===== src/rtl/conductance_synapse_array_pkg.sv =====
// Shared fixed-point definitions for the conductance synapse block: widths,
// word types, saturation helpers and the sequencing FSM states.
package conductance_synapse_array_pkg;

  localparam int WORD_LENGTH = 16;
  localparam int FRAC_BITS   = WORD_LENGTH / 2;
  localparam int NUM_CH      = 4;
  localparam int DECAY_WIDTH = 4;
  localparam int SAT_IN_W    = 64;

  typedef logic [WORD_LENGTH-1:0]      word_t;
  typedef logic signed [SAT_IN_W-1:0]  wide_t;

  typedef enum logic [1:0] {
    ST_IDLE,
    ST_CALC,
    ST_FLUSH,
    ST_DONE
  } syn_state_e;

  // Clamp a wide signed value into the signed word range.
  function automatic word_t sat_word(input wide_t v);
    wide_t max_v;
    wide_t min_v;
    max_v = (wide_t'(1) <<< (WORD_LENGTH - 1)) - wide_t'(1);
    min_v = -(wide_t'(1) <<< (WORD_LENGTH - 1));
    if (v > max_v)
      return {1'b0, {(WORD_LENGTH-1){1'b1}}};
    else if (v < min_v)
      return {1'b1, {(WORD_LENGTH-1){1'b0}}};
    else
      return v[WORD_LENGTH-1:0];
  endfunction

  function automatic word_t sat_add_u(input word_t a, input word_t b);
    logic [WORD_LENGTH:0] s;
    s = {1'b0, a} + {1'b0, b};
    return s[WORD_LENGTH] ? {WORD_LENGTH{1'b1}} : s[WORD_LENGTH-1:0];
  endfunction

endpackage


===== src/rtl/conductance_synapse_array_cfg_chain.sv =====
// Daisy-chained per-channel parameter shift register (E, weight, decay per channel),
// exposing every channel's fields in parallel.
module syn_cfg_chain #(
  parameter int WORD_LENGTH = 16,
  parameter int NUM_CH      = 4,
  parameter int DECAY_WIDTH = 4
) (
  input  logic                          clk,
  input  logic                          reset,
  input  logic                          shift_en,
  input  logic [WORD_LENGTH-1:0]        cfg_data_in,
  output logic [WORD_LENGTH-1:0]        cfg_data_out,
  output logic [NUM_CH*WORD_LENGTH-1:0] cfg_e,
  output logic [NUM_CH*WORD_LENGTH-1:0] cfg_weight,
  output logic [NUM_CH*DECAY_WIDTH-1:0] cfg_decay
);

  localparam int DEPTH = 3 * NUM_CH;

  logic [WORD_LENGTH-1:0] chain [DEPTH];

  always_ff @(posedge clk or posedge reset) begin
    if (reset) begin
      for (int j = 0; j < DEPTH; j++) chain[j] <= '0;
    end else if (shift_en) begin
      chain[0] <= cfg_data_in;
      for (int j = 1; j < DEPTH; j++) chain[j] <= chain[j-1];
    end
  end

  assign cfg_data_out = chain[DEPTH-1];

  for (genvar c = 0; c < NUM_CH; c++) begin : g_ch
    assign cfg_e[c*WORD_LENGTH +: WORD_LENGTH]      = chain[3*c];
    assign cfg_weight[c*WORD_LENGTH +: WORD_LENGTH] = chain[3*c+1];
    assign cfg_decay[c*DECAY_WIDTH +: DECAY_WIDTH]  = chain[3*c+2][DECAY_WIDTH-1:0];
  end

endmodule


===== src/rtl/conductance_synapse_array.sv =====
// Multi-channel conductance synapse: per tick, decays/charges each g_i and sums
// g_i*(E_i - vmem) through one shared multiplier into a saturated current.
//
// state    | meaning
// ST_IDLE  | waiting for tick
// ST_CALC  | one channel per cycle through stage 1 (g update, E - vmem)
// ST_FLUSH | last product drains into the accumulator
// ST_DONE  | accumulator saturated into output_current on exit
module conductance_synapse_array #(
  parameter int WORD_LENGTH = conductance_synapse_array_pkg::WORD_LENGTH,
  parameter int FRAC_BITS   = conductance_synapse_array_pkg::FRAC_BITS,
  parameter int NUM_CH      = conductance_synapse_array_pkg::NUM_CH,
  parameter int DECAY_WIDTH = conductance_synapse_array_pkg::DECAY_WIDTH
) (
  input  logic                   clk,
  input  logic                   reset,
  input  logic [NUM_CH-1:0]      input_spike,
  input  logic                   tick,
  input  logic [WORD_LENGTH-1:0] vmem,
  input  logic                   cfg_en,
  input  logic [WORD_LENGTH-1:0] cfg_data_in,
  output logic [WORD_LENGTH-1:0] cfg_data_out,
  output logic [WORD_LENGTH-1:0] output_current,
  output logic                   current_valid,
  output logic                   busy,
  output logic                   tick_overrun
);

  import conductance_synapse_array_pkg::*;

  localparam int CH_W   = (NUM_CH > 1) ? $clog2(NUM_CH) : 1;
  localparam int PROD_W = 2 * WORD_LENGTH + 2;
  localparam int ACC_W  = PROD_W + CH_W + 1;
  localparam logic [CH_W-1:0] CH_LAST = CH_W'(NUM_CH - 1);

  logic [NUM_CH*WORD_LENGTH-1:0] cfg_e;
  logic [NUM_CH*WORD_LENGTH-1:0] cfg_weight;
  logic [NUM_CH*DECAY_WIDTH-1:0] cfg_decay;

  syn_state_e state_q, state_d;
  logic [CH_W-1:0]        ch_idx;
  logic [NUM_CH-1:0]      pending;
  logic [NUM_CH-1:0]      snap;
  logic [WORD_LENGTH-1:0] vmem_snap;
  logic [WORD_LENGTH-1:0] g [NUM_CH];

  logic                        s1_valid;
  logic [WORD_LENGTH-1:0]      s1_g;
  logic signed [WORD_LENGTH:0] s1_diff;
  logic signed [ACC_W-1:0]     acc;

  logic tick_accept;

  assign busy        = (state_q != ST_IDLE);
  assign tick_accept = tick && (state_q == ST_IDLE);

  syn_cfg_chain #(
    .WORD_LENGTH(WORD_LENGTH),
    .NUM_CH     (NUM_CH),
    .DECAY_WIDTH(DECAY_WIDTH)
  ) u_cfg_chain (
    .clk         (clk),
    .reset       (reset),
    .shift_en    (cfg_en && !busy),
    .cfg_data_in (cfg_data_in),
    .cfg_data_out(cfg_data_out),
    .cfg_e       (cfg_e),
    .cfg_weight  (cfg_weight),
    .cfg_decay   (cfg_decay)
  );

  // Stage 1 operands for the channel selected by ch_idx.
  logic [WORD_LENGTH-1:0]      g_cur, e_cur, w_cur, g_decayed, g_next;
  logic [DECAY_WIDTH-1:0]      d_cur;
  logic signed [WORD_LENGTH:0] diff_cur;

  always_comb begin
    g_cur     = g[ch_idx];
    e_cur     = cfg_e[int'(ch_idx)*WORD_LENGTH +: WORD_LENGTH];
    w_cur     = cfg_weight[int'(ch_idx)*WORD_LENGTH +: WORD_LENGTH];
    d_cur     = cfg_decay[int'(ch_idx)*DECAY_WIDTH +: DECAY_WIDTH];
    g_decayed = (d_cur == '0) ? g_cur : g_cur - (g_cur >> d_cur);
    g_next    = sat_add_u(g_decayed, snap[ch_idx] ? w_cur : '0);
    diff_cur  = $signed({e_cur[WORD_LENGTH-1], e_cur})
              - $signed({vmem_snap[WORD_LENGTH-1], vmem_snap});
  end

  logic signed [PROD_W-1:0] prod;
  logic signed [ACC_W-1:0]  term;

  always_comb begin
    prod = PROD_W'($signed({1'b0, s1_g})) * PROD_W'(s1_diff);
    term = ACC_W'(prod >>> FRAC_BITS);
  end

  always_comb begin
    state_d = state_q;
    case (state_q)
      ST_IDLE:  if (tick) state_d = ST_CALC;
      ST_CALC:  if (ch_idx == CH_LAST) state_d = ST_FLUSH;
      ST_FLUSH: state_d = ST_DONE;
      ST_DONE:  state_d = ST_IDLE;
      default:  state_d = ST_IDLE;
    endcase
  end

  always_ff @(posedge clk or posedge reset) begin
    if (reset) state_q <= ST_IDLE;
    else       state_q <= state_d;
  end

  always_ff @(posedge clk or posedge reset) begin
    if (reset) begin
      ch_idx         <= '0;
      pending        <= '0;
      snap           <= '0;
      vmem_snap      <= '0;
      for (int i = 0; i < NUM_CH; i++) g[i] <= '0;
      s1_valid       <= 1'b0;
      s1_g           <= '0;
      s1_diff        <= '0;
      acc            <= '0;
      output_current <= '0;
      current_valid  <= 1'b0;
      tick_overrun   <= 1'b0;
    end else begin
      if (tick_accept) begin
        vmem_snap <= vmem;
        snap      <= pending | input_spike;
        pending   <= '0;
        acc       <= '0;
        ch_idx    <= '0;
      end else begin
        pending <= pending | input_spike;
      end

      if (state_q == ST_CALC) begin
        g[ch_idx] <= g_next;
        s1_g      <= g_next;
        s1_diff   <= diff_cur;
        ch_idx    <= ch_idx + CH_W'(1);
      end
      s1_valid <= (state_q == ST_CALC);

      if (s1_valid) acc <= acc + term;

      current_valid <= (state_q == ST_DONE);
      if (state_q == ST_DONE) output_current <= sat_word(wide_t'(acc));

      if (tick && busy) tick_overrun <= 1'b1;
    end
  end

endmodule


===== config.mk =====
export PLATFORM = sky130hd
export DESIGN_NAME = conductance_synapse_array
export DESIGN_NICKNAME = d
export VERILOG_FILES = /design/src/rtl/conductance_synapse_array_pkg.sv /design/src/rtl/conductance_synapse_array_cfg_chain.sv /design/src/rtl/conductance_synapse_array.sv
export SDC_FILE = /design/constraint.sdc
export NUM_CORES = 2
export LEC_CHECK = 0
export BUFFER_PORTS_ARGS = -buffer_cell sky130_fd_sc_hd__buf_2
export CORE_ASPECT_RATIO = 1.4
export CORE_UTILIZATION = 25
export DETAILED_ROUTE_END_ITERATION = 12
export GPL_TIMING_DRIVEN = 1
export MAX_ROUTING_LAYER = met4
export PLACE_DENSITY_LB_ADDON = 0.3
export SYNTH_ARGS = -nofsm -noshare
export SYNTH_HDL_FRONTEND = slang
export SYNTH_HIERARCHICAL = 1
export SYNTH_SLANG_ARGS = --single-unit

===== constraint.sdc =====
create_clock -name clk -period 14.5 [get_ports clk]
set_input_delay 1.45 -clock clk [delete_from_list [all_inputs] [get_ports clk]]
set_output_delay 1.45 -clock clk [all_outputs]
set_load 0.03 [all_outputs]

; Word level (Yosys, flattened, before mapping)
; Cells that the tools add are included.
[op_classes]
add_sub_neg = 5
mul = 1
n_lt_le_gt_ge = 5
eq_ne = 6
n_shift = 4
mux = 21
bitwise = 2
n_reduce_logical = 11
[ops]
columns = cell, n
row1 = $mux W16, 8
row2 = $shiftx A64 B7 Y16, 2
row3 = $mux W37, 2
row4 = $bwmux W64, 1
row5 = $add A37 B26 Y37, 1
row6 = $gt A37 B16 Y1 const B, 1
row7 = $lt A37 B16 Y1 const B, 1
row8 = $mul A17 B17 Y34, 1
row9 = $bmux W16 S2, 1
row10 = $demux W16 S2, 1
row11 = $add A16 B16 Y17, 1
row12 = $sub A16 B16 Y17, 1
row13 = $shiftx A16 B5 Y4, 1
row14 = $shr A16 B4 Y16, 1
row15 = $sub A16 B16 Y16, 1
row16 = $mux W2, 4
row17 = $pmux W2 S4, 1
row18 = $eq A2 B2 Y1 const B, 3
row19 = $reduce_bool A2 Y1, 3
row20 = $logic_and A1 B1 Y1, 4
row21 = $logic_not A4 Y1, 1
row22 = $mux W4, 1
row23 = $ne A2 B2 Y1 const B, 2
row24 = $or A4 B4 Y4, 1
row25 = 11 further kinds, 11
[word_totals]
reg_bits = 373
in_bits = 40
output_inout_bits = 35
wordCells = 83

; Depth between registers and ports, before layout
[logic_depth]
ltp_word = 10
mapped_depth = 38
ltp_nobuf = 37

; By module
; The synthesis kept the hierarchy.
[by_module_without_submodules]
columns = mod, n_inst, cells_each, area_each_um2, seq_area_each_um2
row1 = conductance_synapse_array, 1, 2405, 21689.6, 4529.3
row2 = syn_cfg_chain, 1, 566, 8401.8, 4804.6

; Worst setup path after synthesis
; No wires, ideal clock.
[synth_timing]
path_type = flip-flop to flip-flop
start = reg s1_diff[10]
end = reg acc[36]
setup_ns = 0.121
t_arrival_ns = 8.281
t_required_ns = 14.379
path_slack_ns = 6.098
stages_incl_launch_ff = 37
n_path_buf = 2
period_less_slack_ns = 8.402
cell_sequence = dfrtp_1 clkbuf_1 clkbuf_1 nand2_1 fa_1 inv_1 fa_1 inv_1 fa_1 inv_1 fa_1 fa_1 inv_1 fa_1 inv_1 ha_1 a211oi_1 o21ai_0 o211ai_1 nand4_1 a21oi_1 a21oi_1 a21o_1 a21oi_1 xnor2_1 ha_1 a21oi_1 o21ai_0 a21oi_1 nor2b_1 o21ai_0 a21oi_1 a211o_1 o41a_1 xnor2_1 xnor2_1 a22o_1
[synth_via]
elab_chain_cells = 3
[synth_rtl]
columns = element, line
row1 = from (decl), conductance_synapse_array.sv:49  ; logic signed [WORD_LENGTH:0] s1_diff;
row2 = from (signal assigned), conductance_synapse_array.sv:140  ; s1_diff <= diff_cur;
row3 = $mul A17 B17 Y34, conductance_synapse_array.sv:92  ; prod = PROD_W'($signed({1'b0, s1_g})) * PROD_W'(s1_diff);
row4 = $add A37 B26 Y37, conductance_synapse_array.sv:145  ; if (s1_valid) acc <= acc + term;
row5 = $mux W37, conductance_synapse_array.sv:145
row6 = to (signal assigned), conductance_synapse_array.sv:145
row7 = to (decl), conductance_synapse_array.sv:50  ; logic signed [ACC_W-1:0] acc;
; No other way between the ends.
; A chain may end at the register's enable or synchronous reset.

; Worst setup path after layout
[layout_timing]
start = reg s1_diff[16]
end = reg acc[32]
; Same word-level chain as after synthesis.

==> results.json <==
{
  "fp.coreArea_um2": 119000,
  "clockBufferDepth": 3,
  "synth_warnings": 6,
  "via_per_inst": 4.35,
  "ys_ff_latch": 373,
  "worstMarginPinSlew_ps": 1220,
  "synthFlopType": "dfrtp_1",
  "vias": 19400,
  "crit_family": "adder cells",
  "drt-total-wl_mm": 68.9,
  "critPathArrivalTime_ps": 9440,
  "wire_per_inst_um": 15.4,
  "rsz0062_at_grt": "false",
  "synth_area_per_cell_um2": 10.1,
  "instances_no_fill": 4464,
  "slew_viol_final": 0,
  "fin_skew_ps": 28.4,
  "io_pins": 75,
  "cp.depth": 30,
  "drt_iter0_markers": 893,
  "drive_above_1_share": 0.163,
  "netlist_area_um2": 30100,
  "grt_max_degree": 182,
  "cts_setup_buffers": 0,
  "die_y_um": 413,
  "rrSetupSlack_ps": 5550,
  "track_usage": 0.120,
  "cts_tree": "yes",
  "placed_cells": 4377,
  "layout.nets": 3296,
  "fmax_mhz": 112,
  "die_area_um2": 122000,
  "crit_type": "flop to flop",
  "synthDistinctLibCells": 72,
  "cap_violations": 0,
  "outcome": "finished, final reports clean",
  "port_buffers": 74,
  "cts_sinks": 373,
  "finalSetupTns_ps": 0,
  "die_w_um": 295,
  "whs_path_depth": 1,
  "fin_crit_sh": 0.617,
  "cts.repair.resized": 0,
  "cts_htree_levels": 2,
  "path_max_fanout": 19,
  "clk_latency_ps": 610,
  "initial_core_util": 0.252,
  "grt_overflow": 0,
  "cts-root-buf": "clkbuf_16",
  "crit_top_cell": "fa_1",
  "gp_routability_congestion": 0.807,
  "grt_pass1_wl_mm": 114,
  "async_flop_share": 1.00,
  "crit_slowest_cell": "dfrtp_1",
  "maxSlewHeadroom": 0.190,
  "dpl.hpwl_mm": 52.7,
  "synth_edf_count": 0,
  "worstRegToRegCells": 30,
  "min_path_type": "flop to flop",
  "finalHoldViolations": 0,
  "numCtsBuffers": 45,
  "antenna_found_initial": 4,
  "max_stage_delay_ps": 840,
  "rows": 150,
  "syn2layout_area_growth_pct": 8.08,
  "synth_seq_area_share": 0.310,
  "clk_pin_slew_worst_paths_ps": 60,
  "grt_pass1_vias": 20700,
  "critPathCaptureType": "flop",
  "critPathBufInv": 3,
  "ant_nets": 0,
  "period_needed_ps": 8950,
  "postCtsHoldBufs": 0,
  "synth_cells": 2971,
  "dr.pass1.iters": 5,
  "syn_nets": 3439,
  "cp.required_ps": 14990,
  "start_kind": "flop",
  "finalSetupViolations": 0,
  "drc_errors": 0
}
-- routing by layer --
metal | up-vias | global-route usage | routed length, um
li1 | 9404 | - | -
met1 | 9721 | 0.149 | 31300
met2 | 227 | 0.205 | 34300
met3 | 81 | 0.0143 | 1990
met4 | 0 | 0.0317 | 1360
met5 | - | - | 0
-- flip-flops by register name, indices dropped and copies added, names as in the netlist, 2 cells and up --
name,cells
u_cfg_chain/cfg_weight,64
acc,37
vmem_snap,16
state_q,2
u_cfg_chain/chain,36
snap,4
output_current,16
ch_idx,2
u_cfg_chain/cfg_data_out,16
s1_g,16
u_cfg_chain/cfg_e,64
g,64
u_cfg_chain/cfg_decay,12
s1_diff,17
pending,4
-- per-stage QoR --
| stage | utilization | setup WS, ps | area (um^2) | hold WS [ps] |
|---|---|---|---|---|
| finish | 0.272 | 5550 | 32500 | 454 |
| global route | 0.272 | 4920 | 32500 | 473 |
| CTS | 0.272 | 5440 | 32500 | 463 |
| detailed placement | 0.258 | 5430 | 30800 | 448 |
| global placement | 0.258 | 5460 | 30800 | 437 |
| floorplan | - | 6100 | 30100 | 444 |
-- cells by family after synthesis --
group | Yosys count | synth area share
adders and majority gates | 428 | 0.231
buffers and inverters | 634 | 0.105
AOI/OAI and AO/OA | 429 | 0.0872
and+or+nand+nor | 747 | 0.119
xor gates and xnor gates | 73 | 0.0212
muxes | 287 | 0.126
DFF | 373 | 0.310
-- final cells by class --
cell class | instances | area, um^2
Antenna cell | 3 | 7.51
Clock buffer | 62 | 1330
Clock inverter | 22 | 383
Fill cell | 12700 | 86800
Inverter | 349 | 1330
Multi-Input combinational cell | 1964 | 17600
Sequential cell | 373 | 9340
Tap cell | 1596 | 2000
Timing Repair Buffer | 95 | 541
-- worst paths after layout --
check	from	to
max	s1_diff[16]	acc[32]
min	tick_overrun	tick_overrun
max reg2reg	s1_diff[16]	acc[32]
min reg2reg	tick_overrun	tick_overrun
max in group asynchronous	reset	u_cfg_chain/cfg_decay[5]
min in group asynchronous	reset	tick_overrun
-- placed cells by master (no fill, tap or decap), types with 46 or more instances in the layout --
| cell type | count |
|---|---|
| a21oi_1 | 164 |
| fa_1 | 212 |
| nand2_1 | 254 |
| ha_1 | 215 |
| xnor2_1 | 47 |
| inv_1 | 346 |
| dfrtp_1 | 371 |
| mux4_2 | 52 |
| and2_1 | 150 |
| clkbuf_16 | 46 |
| mux2_2 | 209 |
| o21ai_0 | 107 |
| buf_2 | 74 |
| nor2_1 | 174 |
-- cell usage after synthesis (all sizes together) (9+ instances only) --
master	count	area [um^2]
buf	190	1480
a21oi	166	838
mux2i	26	260
xor2	26	228
ha	216	2700
nand2b	20	125
nor2b	37	231
nand3	20	100
nand4	16	100
o21ai	113	569
inv	348	1310
xnor2	47	412
fa	212	4240
o21bai	13	97.6
nor2	174	653
mux4	52	1170
clkbuf	95	387
a22o	16	140
a211oi	14	115
and2	152	951
nor3	28	140
o31ai	15	118
nand2	254	953
o21a	14	105
dfrtp	373	9330
and3	9	56.3
mux2	209	2350
a21o	34	258
-- worst register-to-register path, delay by kind of cell (launching register included) --
family	cells	cell delay, ps
fa+ha+maj	8	3810
compound gates	12	2770
simple gates	5	1000
flops	1	840
xor+xnor	2	260
buf+inv	3	150
Power is not shown: default switching activity piles up to over one toggle a cycle in this logic, so the estimate is an artifact.
